File: src/rtl/uart_sched_pkg.sv
// Shared types and constants for the UART transmit scheduler.
package uart_sched_pkg;

    localparam int MAX_REQ = 16;
    localparam logic [3:0] TAG_NIBBLE = 4'hA;

    typedef enum logic [1:0] {
        IDLE = 2'd0,
        TAG  = 2'd1,
        DATA = 2'd2,
        GAP  = 2'd3
    } sched_state_e;

    // Source tag byte: fixed upper nibble, requester index in the lower nibble.
    function automatic logic [7:0] tag_byte(input logic [3:0] idx);
        return {TAG_NIBBLE, idx};
    endfunction

endpackage

File: src/rtl/uart_rr_arbiter.sv
// Combinational rotate-priority arbiter: the search starts one position
// above the pointer and wraps, so the last winner has the lowest priority.
module uart_rr_arbiter
    import uart_sched_pkg::*;
#(
    parameter int NUM_REQ = 4,
    parameter int IDX_W   = $clog2(NUM_REQ)
) (
    input  logic [NUM_REQ-1:0] req_i,
    input  logic [IDX_W-1:0]   ptr_i,
    output logic [NUM_REQ-1:0] gnt_oh_o,
    output logic [IDX_W-1:0]   gnt_idx_o,
    output logic               any_o
);

    logic             found_s;
    int               sum_s;
    logic [IDX_W-1:0] cand_s;

    // Walk the requesters starting at ptr+1 and keep the first asserted one.
    always_comb begin
        gnt_oh_o  = '0;
        gnt_idx_o = '0;
        found_s   = 1'b0;
        sum_s     = 0;
        cand_s    = '0;
        for (int i = 0; i < NUM_REQ; i++) begin
            sum_s = int'(ptr_i) + 1 + i;
            if (sum_s >= NUM_REQ) begin
                sum_s = sum_s - NUM_REQ;
            end else begin
                sum_s = sum_s;
            end
            cand_s = IDX_W'(sum_s);
            if (!found_s && req_i[cand_s]) begin
                found_s          = 1'b1;
                gnt_oh_o[cand_s] = 1'b1;
                gnt_idx_o        = cand_s;
            end else begin
                found_s = found_s;
            end
        end
    end

    assign any_o = |req_i;

endmodule

File: src/rtl/uart_tx_scheduler.sv
// Packet-granular round-robin scheduler sharing one UART TX byte core
// between NUM_REQ byte-stream requesters, with an optional inter-packet gap.
// Optional feature: define UART_SCHED_SRC_TAG_EN to prefix every packet with
// a source tag byte {4'hA, index}.
module uart_tx_scheduler
    import uart_sched_pkg::*;
#(
    parameter int NUM_REQ    = 4,
    parameter int GAP_CYCLES = 0
) (
    input  logic                 clk,
    input  logic                 rst_n,
    input  logic [NUM_REQ-1:0]   req_valid,
    input  logic [NUM_REQ*8-1:0] req_data,
    input  logic [NUM_REQ-1:0]   req_last,
    output logic [NUM_REQ-1:0]   req_ready,
    output logic                 tx_valid,
    output logic [7:0]           tx_data,
    input  logic                 tx_ready,
    output logic [NUM_REQ-1:0]   grant,
    output logic                 busy
);

    localparam int IDX_W = $clog2(NUM_REQ);
    localparam int CNT_W = (GAP_CYCLES > 0) ? $clog2(GAP_CYCLES + 1) : 1;
    localparam logic [CNT_W-1:0] GAP_LOAD = (GAP_CYCLES > 0) ? CNT_W'(GAP_CYCLES - 1) : '0;

    sched_state_e       state_q, state_d;
    logic [NUM_REQ-1:0] grant_q, grant_d;
    logic [IDX_W-1:0]   gidx_q,  gidx_d;
    logic [IDX_W-1:0]   ptr_q,   ptr_d;
    logic [CNT_W-1:0]   cnt_q,   cnt_d;

    logic [NUM_REQ-1:0] win_oh_s;
    logic [IDX_W-1:0]   win_idx_s;
    logic               win_any_s;

    uart_rr_arbiter #(
        .NUM_REQ (NUM_REQ),
        .IDX_W   (IDX_W)
    ) u_arb (
        .req_i     (req_valid),
        .ptr_i     (ptr_q),
        .gnt_oh_o  (win_oh_s),
        .gnt_idx_o (win_idx_s),
        .any_o     (win_any_s)
    );

    // State, ownership, round-robin pointer and gap counter registers.
    always_ff @(posedge clk or negedge rst_n) begin
        if (!rst_n) begin
            state_q <= IDLE;
            grant_q <= '0;
            gidx_q  <= '0;
            ptr_q   <= IDX_W'(NUM_REQ - 1);
            cnt_q   <= '0;
        end else begin
            state_q <= state_d;
            grant_q <= grant_d;
            gidx_q  <= gidx_d;
            ptr_q   <= ptr_d;
            cnt_q   <= cnt_d;
        end
    end

    // Next-state logic plus the combinational byte passthrough to the UART core.
    always_comb begin
        state_d   = state_q;
        grant_d   = grant_q;
        gidx_d    = gidx_q;
        ptr_d     = ptr_q;
        cnt_d     = cnt_q;
        tx_valid  = 1'b0;
        tx_data   = 8'h00;
        req_ready = '0;
        case (state_q)
            IDLE: begin
                if (win_any_s) begin
                    grant_d = win_oh_s;
                    gidx_d  = win_idx_s;
`ifdef UART_SCHED_SRC_TAG_EN
                    state_d = TAG;
`else
                    state_d = DATA;
`endif
                end else begin
                    state_d = IDLE;
                end
            end
`ifdef UART_SCHED_SRC_TAG_EN
            TAG: begin
                tx_valid = 1'b1;
                tx_data  = tag_byte(4'(gidx_q));
                if (tx_ready) begin
                    state_d = DATA;
                end else begin
                    state_d = TAG;
                end
            end
`endif
            DATA: begin
                // The owner keeps the core until its last byte, even while stalled.
                tx_valid          = req_valid[gidx_q];
                tx_data           = req_data[{gidx_q, 3'b000} +: 8];
                req_ready[gidx_q] = tx_ready;
                if (req_valid[gidx_q] && tx_ready && req_last[gidx_q]) begin
                    ptr_d   = gidx_q;
                    grant_d = '0;
                    if (GAP_CYCLES > 0) begin
                        state_d = GAP;
                        cnt_d   = GAP_LOAD;
                    end else begin
                        state_d = IDLE;
                    end
                end else begin
                    state_d = DATA;
                end
            end
            GAP: begin
                if (cnt_q == '0) begin
                    state_d = IDLE;
                end else begin
                    cnt_d = cnt_q - CNT_W'(1);
                end
            end
            default: begin
                state_d = IDLE;
                grant_d = '0;
            end
        endcase
    end

    assign grant = grant_q;
    assign busy  = (state_q != IDLE);

endmodule

File: config.mk
export PLATFORM = sky130hd
export DESIGN_NAME = uart_tx_scheduler
export DESIGN_NICKNAME = d
export VERILOG_FILES = /design/src/rtl/uart_sched_pkg.sv /design/src/rtl/uart_rr_arbiter.sv /design/src/rtl/uart_tx_scheduler.sv
export SDC_FILE = /design/constraint.sdc
export NUM_CORES = 1
export LEC_CHECK = 0
export CORE_MARGIN = 1
export CORE_UTILIZATION = 35
export DETAILED_ROUTE_END_ITERATION = 16
export PLACE_DENSITY = 0.7
export SLEW_MARGIN = 30
export SYNTH_ARGS = -nofsm -noshare
export SYNTH_HDL_FRONTEND = slang
export SYNTH_SLANG_ARGS = --single-unit
File: constraint.sdc
create_clock -name clk -period 2.8 [get_ports clk]
set_input_delay 0.42 -clock clk [delete_from_list [all_inputs] [get_ports clk]]
set_output_delay 0.42 -clock clk [all_outputs]
set_load 0.01 [all_outputs]
==> impl_metrics.tcl, run 1 <==
set metrics [dict create \
    nets 253 \
    reg2reg_from "ptr_q[1]" \
    drt-total-wl_um 3910 \
    clk_pin_slew_ns 0.05 \
    coreArea_sq_um 3660 \
    yosysTopAreaCell "mux4_2" \
    rsz0062_at_grt "false" \
    num_vias 1416 \
    startpoint_type "input port" \
    maxSlewHeadroom_pct 73.3 \
    r2r_cells 6 \
    tritoncts "built" \
    via_per_inst 5.62 \
    cts-root-buf "clkbuf_8" \
    async_flop_share_pct 100 \
    netlist_area_sq_um 1330 \
    yosysSeqAreaShare_pct 17.1 \
    place.gp.congestion 0.954 \
    io_buffers 60 \
    drtIter0Drc 77 \
    diodes 0 \
    die_y_um 63.7 \
    setup_viol_count_final 0 \
    grt_start_max_net_pins 18 \
    internal_power_uw 1040 \
    ys_ff_latch 9 \
    antenna_found_initial 0 \
    yosysUniqueCellTypes 46 \
    placed_cell_area_sq_um 1960 \
    syn_to_final_growth_pct 50.2 \
    grt_pass1_wl_um 6300 \
    synth_edf_count 0 \
    pre_cts_ws_ns 0.282 \
    reg2reg_slack_ns 0.52 \
    ioPinCount 61 \
    tightest_slew_ns 0.399 \
    yosysTopAreaCellShare_pct 16.9 \
    cp_max_fo 2 \
    final_area_sq_um 2000 \
    h-tree-depth 1 \
    period_share_pct 88.4 \
    grtUsageTotal_pct 19.3 \
    status "complete, no violations" \
    clk_latency_ns 0.23 \
    antenna_left 0 \
    fp.dieW_um 63.7 \
    p_seq_share_pct 15.3 \
    hold_buffers 0 \
    avgSynthCellArea_sq_um 9.07 \
    r2r-end "gidx_q[1]" \
    hold_viol_final 0 \
    swShare_pct 43.5 \
    power_switching_uw 798 \
    rows 22 \
    synthesis.nets 195 \
    yosys_warnings 0 \
    fin_ws_ns 0.325 \
    worstPathRequired_ns 2.38 \
    drive_gt1_share_pct 15.7 \
    power_density_nw_per_um2 915 \
    fin_skew_ns 0.00230 \
    critPathKind "in2out" \
    peakVddDrop_mv 0.504 \
    wl_per_cell_um 15.5 \
    total_leakage_power_uw 0.000762 \
    cts_setup_buffers 0 \
    start_util_pct 36.4 \
    min_path_type "in2async" \
    post-route-drc-count 0 \
    grt_pass1_vias 1324 \
    dieArea_sq_um 4060 \
    period_needed_ns 2.47 \
    syn_inst 147 \
    synth_ff_type "dfrtp_1" \
    synth.area.top_cells "mux4_2 17%, dfrtp_1 13%, mux2i_1 6.8%" \
    combPwrFrac_pct 76.3 \
    dr.pass1.iters 4 \
    cts_resized 0 \
    grt_overflow 0 \
    arrival_ns 2.05 \
    place_hpwl_um 3020 \
    cts_max_path_buffers 2 \
    tns_ns 0 \
    maxCapViolCount 0 \
    clkPwrFrac_pct 8.3 \
    cts.sinks 9 \
    cp-end-kind "output pin" \
    clock.fmax_mhz 404 \
    cts_made_buffers 3 \
    slew_violations 0 \
]
## layout by cell type (no fill, tap or decap), types with 6 or more instances in the layout
cell type and n:
mux4_2 10, nor2_1 10, nand2_1 10, inv_1 7
buf_4 7, nor3_1 7, and2_1 9, a21oi_1 9
clkdlybuf4s50_1 60, mux2i_1 9, dfrtp_1 6
## sequential cells by signal, indices dropped and copies added, names as in the netlist
register	count
gidx_q	2
grant	4
ptr_q	2
state_q	1
## through the flow
step	std cells	power (uW)	hold slack, ns	util (%)
6_report	252	1830	0.481	54.7
5_1_grt	252	1970	0.516	54.7
4_1_cts	252	1830	0.489	54.7
3_5_place_dp	248	1680	0.503	53.5
3_3_place_gp	248	1640	0.490	53.5
2_1_floorplan	147	1210	0.124	-
## area by class of cell
type                       instances  area [sq um]
fill                             313          1660
tap                               48          60.1
clock buffer                       4          45.0
sequential                         9           229
timing repair buffer              67           653
multi-input combinational        116           983
inverter                           8          32.5
## power by group through the flow
stage          combinational, uW  clock [uW]  sequential, uW
4_1_cts                     1400         153             283
5_1_grt                     1510         162             299
2_1_floorplan                981           0             232
3_3_place_gp                1360           0             284
6_report                    1400         153             281
3_5_place_dp                1390           0             285
## cells by family after synthesis
logic type / Yosys count / share of synthesized area (%)
compound gates: 34 / 17.4
xor+xnor: 1 / 0.657
fa+ha+maj: 5 / 4.69
buf+inv: 22 / 9.19
flops: 9 / 17.1
mux: 25 / 31.0
simple gates: 51 / 20.0
## worst max-delay path, cell delays in order
cell and delay (ns):
clkdlybuf4s50_1 0.42, mux4_1 0.56, and2_1 0.18, clkdlybuf4s50_1 0.47
## metal layers
layer  track usage [%]  wire (um)  vias up
met5                 0          0        -
met2              33.8       1870       80
met1              24.3       1690      669
li1                  -          -      665
met4              2.56         12        0
met3              5.00        346        2
## synth_stat cells, drive strengths merged (2+ instances only)
master / n
mux4: 12
buf: 10
nand2: 10
nor2: 10
a21oi: 9
and2: 9
mux2i: 9
inv: 8
dfrtp: 7
nor3: 7
ha: 5
o21ai: 5
clkbuf: 4
mux2: 4
nand2b: 4
or2: 4
a31oi: 3
nand3: 3
o211ai: 3
a21boi: 2
a22oi: 2
dfstp: 2
o2111ai: 2
## worst max path at each step
stage | startpoint | to | cells after the start
2_1_floorplan | ptr_q[0] | gidx_q[1] | 8
3_5_place_dp | req_valid[3] | gidx_q[1] | 7
3_3_place_gp | req_valid[2] | tx_valid | 4
5_1_grt | gidx_q[0] | tx_data[4] | 3
6_report | req_valid[2] | tx_valid | 4
4_1_cts | gidx_q[0] | tx_data[4] | 3
(Power assumes the default switching activity.)
==> inputs of run 2 (changes only) <==
--- a/config.mk
+++ b/config.mk
@@ -5,6 +5,7 @@
 export SDC_FILE = /design/constraint.sdc
 export NUM_CORES = 1
 export LEC_CHECK = 0
+export CORE_ASPECT_RATIO = 1.1
 export CORE_MARGIN = 1
 export CORE_UTILIZATION = 35
 export DETAILED_ROUTE_END_ITERATION = 16
==> impl_metrics.tcl, run 2 (synthesis results as in run 1) <==
set metrics [dict create \
    drtIter0Drc 35 \
    regArea_sq_um 229 \
    path_cells "clkdlybuf4s50_1 -> mux4_1 -> and2_1 -> clkdlybuf4s50_1" \
    grt_pass1_vias 1377 \
    h-tree-depth 1 \
    clk_latency_ns 0.23 \
    drt-total-wl_um 4050 \
    grtUsageTotal_pct 20.1 \
    maxSlewHeadroom_pct 74.0 \
    antenna_left 0 \
    power_density_nw_per_um2 913 \
    min_path_type "in2async" \
    slowest_stage "mux4_1" \
    cts_made_buffers 3 \
    hold_viol_final 0 \
    nets 253 \
    die_y_um 66.7 \
    cp_max_fo 2 \
    period_share_pct 88.3 \
    dieArea_sq_um 4060 \
    place_hpwl_um 3140 \
    place.gp.congestion 1.01 \
    maxCapViolCount 0 \
    grt_pass1_wl_um 6210 \
    tightest_slew_ns 0.379 \
    clock.fmax_mhz 405 \
    grt_overflow 0 \
    start_util_pct 36.5 \
    placed_cell_area_sq_um 1960 \
    io_buffers 60 \
    cp-end-kind "output pin" \
    fp.dieW_um 60.9 \
    total_leakage_power_uw 0.000762 \
    via_per_inst 5.52 \
    drive_gt1_share_pct 15.7 \
    max_stage_delay_ns 0.55 \
    ioPinCount 61 \
    arrival_ns 2.05 \
    diodes 0 \
    final_common_cell "clkdlybuf4s50_1" \
    reg2reg_from "ptr_q[1]" \
    cts-root-buf "clkbuf_8" \
    antenna_found_initial 0 \
    peakVddDrop_mv 0.529 \
    rsz0062_at_grt "false" \
    tritoncts "built" \
    mostFrequentLayoutCells "60 x clkdlybuf4s50_1, 10 x mux4_2, 10 x nand2_1, 10 x nor2_1" \
    syn_to_final_growth_pct 50.4 \
    multi_input_area_sq_um 983 \
    crit_path_start "req_valid[2]" \
    reg2reg_slack_ns 0.50 \
    status "complete, no violations" \
    slew_violations 0 \
    cts.sinks 9 \
    setup_viol_count_final 0 \
    final_area_sq_um 2010 \
    cts_max_path_buffers 2 \
    largest_register_ffs 4 \
    worstPathRequired_ns 2.38 \
    dr.pass1.iters 5 \
    cts_setup_buffers 0 \
    fill_cells 334 \
    rows 23 \
    post-route-drc-count 0 \
    fin_util_pct 54.9 \
    clk_pin_slew_ns 0.04 \
    timing.hold.ws_ns 0.485 \
    grt_start_max_net_pins 18 \
    num_vias 1403 \
    cp_common_cell "clkdlybuf4s50_1" \
    fin_skew_ns 0.00166 \
    wl_per_cell_um 16.0 \
    tns_ns 0 \
    period_needed_ns 2.47 \
    coreArea_sq_um 3650 \
    critPathKind "in2out" \
    startpoint_type "input port" \
]
run 2: cell counts in the layout (fill, tap and decap cells not counted):
No cell type changed its count.
run 2: critical path: cells and delay by family:
family / cells / cell delay, ns
multiplexers: 1 / 0.55
AND/OR/NAND/NOR: 1 / 0.18
buffers and inverters: 2 / 0.90
run 2: per-layer routing:
metal / track usage [%] / wire [um] / vias to the layer above
met2: 35.4 / 1950 / 82
met1: 23.7 / 1650 / 658
li1: - / - / 661
met3: 5.44 / 431 / 2
met5: 0 / 0 / -
met4: 4.83 / 25 / 0
run 2: final timing paths:
path | endpoint | depth (start not counted)
setup / recovery | tx_valid | 4
hold reg to reg | grant[3] | 2
setup reg to reg | grant[3] | 7
min in group clk | grant[3] | 2
hold / removal | gidx_q[1] | 1
max in group asynchronous | ptr_q[1] | 1
run 2: where the power goes:
| part | total, uW | internal, uW | switching [uW] |
|---|---|---|---|
| Combinational | 1400 | 746 | 653 |
| Clock | 148 | 99.0 | 49.2 |
| Sequential | 284 | 190 | 93.2 |
run 2: metrics by stage:
stage	setup slack, ns	instances	power (uW)
after global routing	0.240	254	1970
final	0.328	254	1830
after floorplan	0.627	147	1210
after global placement	0.368	250	1630
after detailed placement	0.325	250	1680
after CTS	0.0781	254	1830
run 2: final cells by class:
| cell class | count | area share (%) |
|---|---|---|
| repair buffers | 67 | 32.6 |
| flip-flops and latches | 9 | 11.4 |
| well taps | 50 | 3.12 |
| multi-input cells | 116 | 49.0 |
| inverters | 8 | 1.62 |
| clock buffers | 4 | 2.25 |
run 2: what timing repair did:
action                                  CTS  global route
gates resized for setup                   0             1
endpoints found under the setup margin    0             6
hold buffers                              0             0
==> inputs of run 3 (changes only) <==
--- a/config.mk
+++ b/config.mk
@@ -7,10 +7,12 @@
 export LEC_CHECK = 0
 export CORE_ASPECT_RATIO = 1.1
 export CORE_MARGIN = 1
-export CORE_UTILIZATION = 35
+export CORE_UTILIZATION = 41
 export DETAILED_ROUTE_END_ITERATION = 16
-export PLACE_DENSITY = 0.7
+export PLACE_DENSITY = 0.81
+export SKIP_LAST_GASP = 1
 export SLEW_MARGIN = 30
 export SYNTH_ARGS = -nofsm -noshare
 export SYNTH_HDL_FRONTEND = slang
+export SYNTH_HIERARCHICAL = 1
 export SYNTH_SLANG_ARGS = --single-unit
==> impl_metrics.tcl, run 3 <==
set metrics [dict create \
    path_cells "mux4_2 -> and2_1 -> clkdlybuf4s50_1" \
    grt_overflow 0 \
    synth_edf_count 0 \
    synth.most_common_cell "nand2_1" \
    worstPathRequired_ns 2.38 \
    synthTopCellsByCount "15 x nand2_1, 12 x and2_1, 10 x mux4_2, 10 x nor2_1" \
    final_cells 226 \
    path_buf_inv 1 \
    cts_max_path_buffers 2 \
    placed_cell_area_sq_um 1840 \
    tritoncts "built" \
    cts_resized 0 \
    syn_inst 136 \
    period_share_pct 94.4 \
    p_total_uw 1580 \
    tightest_slew_ns 0.635 \
    gr-usage-met1_pct 24.8 \
    yosysTopAreaCell "mux4_2" \
    synth_ff_type "dfrtp_1" \
    final_common_cell "clkdlybuf4s50_1" \
    drt-total-wl_um 3390 \
    die_y_um 59.7 \
    place_hpwl_um 2750 \
    diodes 0 \
    worst-path-stages 3 \
    regArea_sq_um 228 \
    io_buffers 60 \
    maxSlewHeadroom_pct 57.7 \
    mostFrequentLayoutCells "60 x clkdlybuf4s50_1, 15 x nand2_1, 12 x and2_1, 10 x mux4_2, 10 x nor2_1" \
    coreArea_sq_um 2830 \
    dp_cells 222 \
    startpoint_type "flip-flop" \
    wl_per_cell_um 15.0 \
    multi_input_area_sq_um 932 \
    post-route-drc-count 0 \
    slew_violations 0 \
    drive_gt1_share_pct 14.5 \
    endpoint "tx_data[7]" \
    min_path_type "in2async" \
    arrival_ns 2.22 \
    grt_start_max_net_pins 19 \
    h-tree-depth 1 \
    netlist_area_sq_um 1240 \
    yosys_warnings 6 \
    synthesis.nets 185 \
    rows 20 \
    top_usage_layer "met2" \
    hold_buffers 0 \
    cp-end-kind "output pin" \
    final_area_sq_um 1870 \
    cts_made_buffers 3 \
    cts.sinks 9 \
    clock.fmax_mhz 379 \
    crit_path_start "gidx_q[0]" \
    dieArea_sq_um 3250 \
    clk_latency_ns 0.25 \
    reg2reg_slack_ns 0.26 \
    setup_viol_count_final 0 \
    slowest_stage "dfrtp_1" \
    grtUsageTotal_pct 20.4 \
    r2r-end "grant[3]" \
    status "complete, no violations" \
    clk_pin_slew_ns 0.06 \
    antenna_left 0 \
    avgSynthCellArea_sq_um 9.12 \
    syn_to_final_growth_pct 50.8 \
    total_leakage_power_uw 0.000725 \
    dr.pass1.iters 4 \
    tns_ns 0 \
    synth.area.top_cells "mux4_2 18%, dfrtp_1 14%, and2_1 6.1%" \
    drtIter0Drc 32 \
    nets 243 \
    worst_path_dominant_cell_family "flip-flops" \
    via_per_inst 5.88 \
    grt_pass1_vias 1148 \
    grt_use_met3_pct 5.09 \
    grt_pass1_wl_um 5020 \
    place.gp.congestion 0.914 \
    num_vias 1329 \
    power_density_nw_per_um2 846 \
    async_flop_share_pct 100 \
    reg2reg_from "ptr_q[1]" \
    cts-root-buf "clkbuf_4" \
    fill_cells 244 \
    yosysSeqAreaShare_pct 18.4 \
    rsz0062_at_grt "false" \
    yosysUniqueCellTypes 44 \
    maxCapViolCount 0 \
    r2r_cells 7 \
    grtUsageMet2_pct 35.9 \
    fp.dieW_um 54.4 \
    critPathKind "reg2out" \
    fin_util_pct 66.1 \
    start_util_pct 43.8 \
    antenna_found_initial 0 \
    yosysTopAreaCellShare_pct 18.2 \
    ys_ff_latch 9 \
    ioPinCount 61 \
    cp_max_fo 13 \
    hold_viol_final 0 \
    peakVddDrop_mv 0.511 \
    cts_setup_buffers 0 \
    fin_skew_ns 0.00248 \
    largest_register_ffs 4 \
    period_needed_ns 2.64 \
    max_stage_delay_ns 0.75 \
]
==> run 3: cell count changes in the layout (fill, tap and decap cells not counted), moves of 3 or more <==
cell,previous run,this run
o21ai_0,4,7
nand2_1,10,15
o211ai_1,3,0
clkbuf_4,0,3
buf_4,7,2
a21oi_1,9,5
and2_1,9,12
mux2i_1,9,3
a221o_1,0,3
nor3_1,7,1
clkbuf_8,3,0
mux2_4,0,3
==> run 3: kinds of logic after synthesis <==
kind of cell | after synthesis | synth area share (%)
flip-flops | 9 | 18.4
multiplexers | 19 | 26.9
AO/OA/AOI/OAI | 29 | 16.7
buffers and inverters | 16 | 6.46
adder cells (fa/ha/maj) | 6 | 6.05
AND/OR/NAND/NOR | 57 | 25.5
==> run 3: stage by stage <==
| step | setup WS (ns) | hold WS [ns] |
|---|---|---|
| 6_report | 0.158 | 0.464 |
| 5_1_grt | 0.00929 | 0.496 |
| 4_1_cts | 0.102 | 0.477 |
| 3_5_place_dp | 0.247 | 0.523 |
| 3_3_place_gp | 0.278 | 0.518 |
| 2_1_floorplan | 0.0873 | 0.124 |
==> run 3: cell type report <==
cell class,instances,share of cell area (%)
inverters,7,1.41
well taps,33,2.21
flip-flops and latches,9,12.2
multi-input cells,111,49.9
clock buffers,4,1.41
repair buffers,62,32.9
==> run 3: worst min path at each step <==
| stage | end | slack [ns] | startpoint |
|---|---|---|---|
| 4_1_cts | grant[0] | 0.48 | rst_n |
| 3_5_place_dp | grant[0] | 0.52 | grant[0] |
| 5_1_grt | grant[2] | 0.50 | rst_n |
| 6_report | grant[3] | 0.46 | rst_n |
| 3_3_place_gp | grant[1] | 0.52 | grant[1] |
| 2_1_floorplan | gidx_q[0] | 0.12 | rst_n |
==> run 3: layer usage <==
layer	vias to the layer above	wire length (um)
met4	0	17
li1	624	-
met1	629	1360
met2	74	1610
met3	2	404
met5	-	0
==> run 3: where the power goes <==
group	internal (uW)	total (uW)	leakage [uW]	switching, uW
combinational	674	1190	0.000601	518
clock	54.6	94.9	0.0000150	40.3
sequential	189	295	0.000110	106
